[src/rtl/reg_ref_seq.sv]
// Register-reference instruction sequencer: expands one opcode-7 instruction into
// a stream of executor control words, one per cycle, MSB operation bit first.
module reg_ref_seq (
  input  logic        clk,
  input  logic        reset,
  input  logic [15:0] instr,
  input  logic        instr_valid,
  output logic        instr_ready,
  input  logic [15:0] acc_in,
  input  logic        e_in,
  output logic [20:0] control_reg,
  output logic [11:0] ir,
  output logic        ctrl_valid,
  output logic        skip,
  output logic        done,
  output logic        err,
  output logic        halted,
  output logic [1:0]  state_dbg
);

  // Handshake: an instruction transfers on a rising clk where instr_valid and
  // instr_ready are both high; instr_ready is high only while IDLE, and instr
  // is copied into pend_q at that edge so later changes on instr are ignored.

  typedef enum logic [1:0] {
    IDLE  = 2'd0,
    ISSUE = 2'd1,
    DONE  = 2'd2,
    HALT  = 2'd3
  } state_t;

  localparam logic [11:0] MAPPED_MASK = 12'hCFF;

  state_t      state_q, state_d;
  logic [11:0] pend_q, pend_d;
  logic        skip_q, skip_d;
  logic        err_q, err_d;
  logic [3:0]  sel_idx;
  logic        sel_hit;
  logic        legal;
  logic [11:0] masked;

  assign state_dbg = state_q;
  assign err       = err_q;
  assign legal     = (instr[15:12] == 4'b0111) && (instr[11:0] != 12'd0);
  assign masked    = instr[11:0] & MAPPED_MASK;

  // Highest set pending bit wins; the ascending loop lets later hits overwrite.
  always_comb begin
    sel_idx = 4'd0;
    sel_hit = 1'b0;
    for (int i = 0; i < 12; i++) begin
      if (pend_q[i]) begin
        sel_idx = i[3:0];
        sel_hit = 1'b1;
      end
    end
  end

  always_ff @(posedge clk or posedge reset) begin
    if (reset) begin
      state_q <= IDLE;
      pend_q  <= 12'd0;
      skip_q  <= 1'b0;
      err_q   <= 1'b0;
    end else begin
      state_q <= state_d;
      pend_q  <= pend_d;
      skip_q  <= skip_d;
      err_q   <= err_d;
    end
  end

  always_comb begin
    state_d     = state_q;
    pend_d      = pend_q;
    skip_d      = skip_q;
    err_d       = 1'b0;
    control_reg = 21'd0;
    ir          = 12'd0;
    ctrl_valid  = 1'b0;
    skip        = 1'b0;
    done        = 1'b0;
    halted      = 1'b0;
    instr_ready = 1'b0;
    case (state_q)
      IDLE: begin
        instr_ready = 1'b1;
        if (instr_valid) begin
          if (legal) begin
            pend_d  = masked;
            skip_d  = 1'b0;
            // Only unmapped bits set: nothing to issue, finish straight away.
            state_d = (masked != 12'd0) ? ISSUE : DONE;
          end else begin
            err_d = 1'b1;
          end
        end
      end
      ISSUE: begin
        pend_d[sel_idx] = 1'b0;
        case (sel_idx)
          4'd11: begin control_reg = 21'h040004; ctrl_valid = 1'b1; end
          4'd10: begin control_reg = 21'h000024; ctrl_valid = 1'b1; end
          4'd7:  begin control_reg = 21'h020084; ir = 12'h004; ctrl_valid = 1'b1; end
          4'd6:  begin control_reg = 21'h020084; ir = 12'h040; ctrl_valid = 1'b1; end
          4'd5:  begin control_reg = 21'h010004; ctrl_valid = 1'b1; end
          4'd4:  skip_d = skip_q | ~acc_in[15];
          4'd3:  skip_d = skip_q | acc_in[15];
          4'd2:  skip_d = skip_q | (acc_in == 16'd0);
          4'd1:  skip_d = skip_q | ~e_in;
          4'd0:  ctrl_valid = 1'b1;
          default: ;
        endcase
        if (sel_hit && sel_idx == 4'd0) state_d = HALT;
        else if (!sel_hit || pend_d == 12'd0) state_d = DONE;
      end
      DONE: begin
        done    = 1'b1;
        skip    = skip_q;
        state_d = IDLE;
      end
      HALT: begin
        halted = 1'b1;
      end
      default: state_d = IDLE;
    endcase
  end

endmodule

[config.mk]
export PLATFORM = sky130hd
export DESIGN_NAME = reg_ref_seq
export DESIGN_NICKNAME = d
export VERILOG_FILES = /design/src/rtl/reg_ref_seq.sv
export SDC_FILE = /design/constraint.sdc
export NUM_CORES = 1
export LEC_CHECK = 0
export CAP_MARGIN = 10
export CORE_UTILIZATION = 38
export CTS_BUF_LIST = sky130_fd_sc_hd__clkbuf_4 sky130_fd_sc_hd__clkbuf_8 sky130_fd_sc_hd__clkbuf_16
export CTS_CLUSTER_SIZE = 40
export DETAILED_ROUTE_END_ITERATION = 6
export PLACE_DENSITY = 0.81
export SETUP_SLACK_MARGIN = 0.5
export SYNTH_ARGS = -nofsm -noshare
export SYNTH_HDL_FRONTEND = slang
export SYNTH_SLANG_ARGS = --single-unit
[constraint.sdc]
create_clock -name clk -period 2.1 [get_ports clk]
set_input_delay 0.21 -clock clk [delete_from_list [all_inputs] [get_ports clk]]
set_output_delay 0.21 -clock clk [all_outputs]
set_load 0.05 [all_outputs]
# Yosys cells after proc, flatten, opt, wreduce, memory -nomap -nowiden
# Index checks and enable logic that the tools add are counted.
[word_totals] latch_bits=0 mem_bits_rw=0 output_inout_bits=41 rom_bits=0 elab_cells=100 in_bits=36 ff_bits=16 n_memories=0
[classes] order_cmp=2 mux=51 n_eq_ne=17 div_mod_pow=0 bitwise_logic=8 n_addsub=0 n_reduce_logical=18 multipliers=0 shift=0
[op_table] op="$pmux W19 S4" n=1
[op_table] op="$mux W4" n=10
[op_table] op="$mux W1" n=25
[op_table] op="$mux W12" n=2
[op_table] op="$pmux W12 S2" n=1
[op_table] op="$reduce_bool A12 Y1" n=2
[op_table] op="$eq A4 B3 Y1 const B" n=5
[op_table] op="$mux W19" n=1
[op_table] op="$logic_not A16 Y1" n=1
[op_table] op="$pmux W7 S2" n=1
[op_table] op="$and A12 B12 Y12" n=1
[op_table] op="$logic_not A12 Y1" n=1
[op_table] op="$not A12 Y12" n=1
[op_table] op="$mux W2" n=5
[op_table] op="$eq A4 B2 Y1 const B" n=2
[op_table] op="$eq A4 B4 Y1 const B" n=2
[op_table] op="$reduce_and A4 Y1" n=2
[op_table] op="$mux W7" n=1
[op_table] op="$pmux W2 S3" n=1
[op_table] op="$reduce_or A6 Y1" n=1
[op_table] op="$lt A4 B5 Y1 const B" n=1
[op_table] op="$ne A5 B1 Y1 const B" n=1
[op_table] op="$demux W1 S4" n=1
[op_table] op="$eq A2 B2 Y1 const B" n=2
[op_table] op="18 further kinds" n=25

# Logic depth before layout (Yosys ltp)
[logic_depth] word_depth=22 mapped_depth=9 mapped_depth_nobuf=9

# Least setup slack after synthesis
# OpenSTA, ideal clock, no wires.
[synth_path] path_kind="register -> output" startpoint="register state_q[0] (netlist: state_dbg[0])" endpoint="output port ctrl_valid" setup_slack_ps=-787 path_stages_with_launch=5 path_buffers=2 t_required_ps=1890 arrival_ps=2677 cell_sequence="dfrtp_1 ha_1 clkbuf_1 clkbuf_1 a21boi_0"
[synth_via] elab_chain_cells=2
[synth_rtl] item="start: declaration" line_no="34" text="state_t state_q, state_d;"
[synth_rtl] item="start signal: assignment" line_no="67" text="state_q <= state_d;"
[synth_rtl] item="$eq A2 B1 Y1" line_no="86" text="case (state_q)"
[synth_rtl] item="$mux W1" line_no="86"
[synth_rtl] item="end: declaration" line_no="13" text="output logic ctrl_valid,"
# No other way between the ends.

# Final worst setup path
[layout_path] startpoint="register pend_q[6]" endpoint="register state_q[0] (netlist: state_dbg[0])"
[layout_via] elab_chain_cells=16 word_cells_on_any_way=28
[layout_rtl] item="start: declaration" line_no="35" text="logic [11:0] pend_q, pend_d;"
[layout_rtl] item="start signal: assignment" line_no="68" text="pend_q <= pend_d;"
[layout_rtl] item="$mux W4 (6 in a row)" line_no="53" text="if (pend_q[i]) begin"
[layout_rtl] item="$lt A4 B5 Y1 (implied by the code) or $ge A4 B1 Y1 (tied branches)" line_no="101" text="pend_d[sel_idx] = 1'b0;"
[layout_rtl] item="$logic_and A1 B1 Y1 (implied by the code)" line_no="101"
[layout_rtl] item="$mux W1 (implied by the code)" line_no="101"
[layout_rtl] item="$demux W1 S4" line_no="101"
[layout_rtl] item="$not A12 Y12 (no line)"
[layout_rtl] item="$and A12 B12 Y12 (no line)"
[layout_rtl] item="$logic_not A12 Y1" line_no="116" text="else if (!sel_hit || pend_d == 12'd0) state_d = DONE;"
[layout_rtl] item="$logic_or A1 B1 Y1" line_no="116"
[layout_rtl] item="$ne A3 B3 Y1 (no line)"
[layout_rtl] item="$reduce_and A4 Y1 (no line)"
# Parallel ways exist; a longest one is shown, timed or not.
# A chain may end at the register's enable or synchronous reset.

==> run summary <==
Iteration-0 DRC Markers: 224
Site Rows: 23
CTS sink cnt: 16
status: finished, violations left
final wirelength: 6.723 mm
Final Hold Vio Count: 0
register area share after synthesis: 24.50%
Synth Register Bits: 16
CTS root buf: clkbuf_8
Detail Route Antenna Nets: 0
Crit Path Class: reg2reg
TritonCTS Buffers: 3
vias in the first global route: 2,001
Synth-to-Final Area Change: 85.45%
Skew-Pair Late Insertion Delay: 0.25 ns
hold-fix buffer count after cts: 0
Max VDD drop: 1.193 mV
design area: 0.003030 mm2
Synth Instances: 200
CP startpoint kind: flop
initial antenna violation count: 0
max-slew violations: 0
Arrival @ worst endpoint: 2.50 ns
CTS Buffer Depth: 2
Post-route DRC: 0
width of the die: 67.58 um
initial core utilization: 40.27%
Hold WS: 0.3343 ns
Worst Hold Class: in2reg
distinct cell type count after synthesis: 53
Hold Path End: pend_q[0]
Die ar.: 0.004566 mm2
CP Capture Type: flop
post-DP HPWL: 3.818 mm
RSZ-0062 raised after global routing: true
commonest non-fill, non-tap cells in the layout: 52 x buf_4, 25 x conb_1, 23 x clkdlybuf4s50_1
Leakage: 1.362 nW
ys async rst share: 100.0%
first-pass GRT wire length: 9.073 mm
global route overflow: 0
Die Span Y: 67.58 um
multi-input logic area: 0.001311 mm2
YS warnings: 0
synthesized area per cell: 8.170 um2
clk_skew: 0.003315 ns
port bufs: 51
WHS Path Cells: 4
Reg area: 404.1 um2
max frequency: 422.9 MHz
gpl congestion: 0.9394
Req. time, crit path: 2.24 ns
Final WS setup: -0.2645 ns
average wire per standard cell: 18.57 um
pin count of the biggest net entering global routing: 17
CTS H-Tree Depth: 1
drt via density: 5.804
Cell Area, Synth: 0.001634 mm2
post-layout net count: 354
Post-synth EDFFs: 0
HP Start: instr[0]
DP Area: 0.002502 mm2
critical path's largest stage delay: 0.43 ns
final setup violation count: 4
gr usage total: 26.61%
Reg2Reg Depth: 8
share of layout cells above drive strength 1: 51.60%
Rel. slew slack: 55.74%
violated checks: negative setup slack
Max stage delay cell, worst path: dfrtp_1
commonest non-fill, non-tap cell in the layout: buf_4
final worst path period share: 112.6%
internal reg-to-reg setup slack: -0.26 ns
Clock Pin Slew Worst Setup and Hold Paths: 0.07 ns
IO Pins: 77
Worst Max-Slew Pin Slew: 0.6632 ns
fin crit period: 2.364 ns
max_cap viols: 0
RR Startpoint: pend_q[6]
final core utilization: 74.68%
antenna diode count: 0
P per Cell Area: 1803 mW/mm2
CTS tree: built
core footprint: 0.004058 mm2
critical-path cell list: buf_6 -> nor3b_1 -> nor3_1 -> nand2_1 -> a31oi_1 -> o22ai_1 -> a41o_1 -> mux2_4
Critical R2R Capture: state_dbg[0]
Pre-antenna DRT Iters: 4
via count: 2,101
prevailing post-synth register cell: dfrtp_1
largest fanout on the critical path: 8
fill count: 260
-- power by group --
part | switching (mW) | internal [mW]
logic | 2.51 | 2.09
registers | 0.139 | 0.445
clock network | 0.117 | 0.166
-- metrics by stage --
stage          setup TNS (ns)  cells  power (mW)  setup WS (ns)
2_1_floorplan         -0.1016    224       2.759        -0.1016
3_3_place_gp           -2.583    334       3.814        -0.3280
3_5_place_dp           -3.195    334       3.875        -0.3666
4_1_cts               -0.2173    354       4.819       -0.08035
5_1_grt               -0.9397    362       5.659        -0.3358
6_report              -0.7140    362       5.463        -0.2645
-- area by class of cell --
| class | count | area share (%) |
|---|---|---|
| sequential | 16 | 13.34 |
| multi-input combinational | 159 | 43.27 |
| clock buffer | 4 | 1.817 |
| inverter | 13 | 1.693 |
| tap | 50 | 2.064 |
| timing repair buffer | 120 | 37.82 |
-- worst max-delay path: cells and delay by family (launching register included) --
kind,cells,cell delay [ns]
AND/OR/NAND/NOR,3,0.74
multiplexers,1,0.31
flip-flops,1,0.43
buffers and inverters,1,0.17
AO/OA/AOI/OAI,3,0.60
-- flip-flops by register name (all words and copies together), names as in the netlist --
signal     cells
pend_q        12
err            1
skip_q         1
state_dbg      2
-- layer usage --
| layer | part of all wire, % | track usage (%) | vias up |
|---|---|---|---|
| li1 | - | - | 906 |
| met1 | 35 | 29.36 | 993 |
| met2 | 49 | 49.13 | 159 |
| met3 | 9.2 | 3.378 | 43 |
| met4 | 5.9 | 13.30 | 0 |
| met5 | 0 | 0 | - |
-- synth_stat cells, types with 5 or more instances --
cell type	n	share of area [%]
clkbuf_1	5	1.1
a21oi_1	13	4.0
nand2_1	11	2.5
dfrtp_1	16	25
o21ai_0	14	4.3
nor2_1	12	2.8
buf_4	26	12
ha_1	5	3.8
nor4_1	5	1.9
o22ai_1	7	2.7
a22oi_1	9	4.1
nor2b_1	5	1.9
nor3_1	7	2.1
inv_1	13	3.0
-- worst max path at each step --
stage | cells past startpoint | startpoint | to
floorplan | 8 | pend_q[10] | state_dbg[0]
global placement | 8 | instr[2] | state_dbg[0]
detailed placement | 8 | instr[2] | state_dbg[0]
CTS | 6 | pend_q[11] | ctrl_valid
global route | 9 | pend_q[6] | state_dbg[1]
finish | 8 | pend_q[6] | state_dbg[0]
-- timing repair --
action                                 4_1_cts  5_1_grt
endpoints found under the hold margin        0        0
setup endpoints to repair                   29       26
gates resized for setup                     88       34
gates cloned                                 1        0
buffers inserted                            15        8
pin swaps                                   21       25
-- kinds of logic (layout without fill, tap and decap cells) --
group | after synthesis | after routing | synth area share [%]
compound gates | 65 | 65 | 26.95
fa+ha+maj | 5 | 5 | 3.828
buf+inv | 49 | 137 | 19.14
flops | 16 | 16 | 24.50
mux | 3 | 3 | 2.220
other cells | 1 | 25 | 0.2295
simple gates | 61 | 61 | 23.12
(Power assumes the default switching activity.)
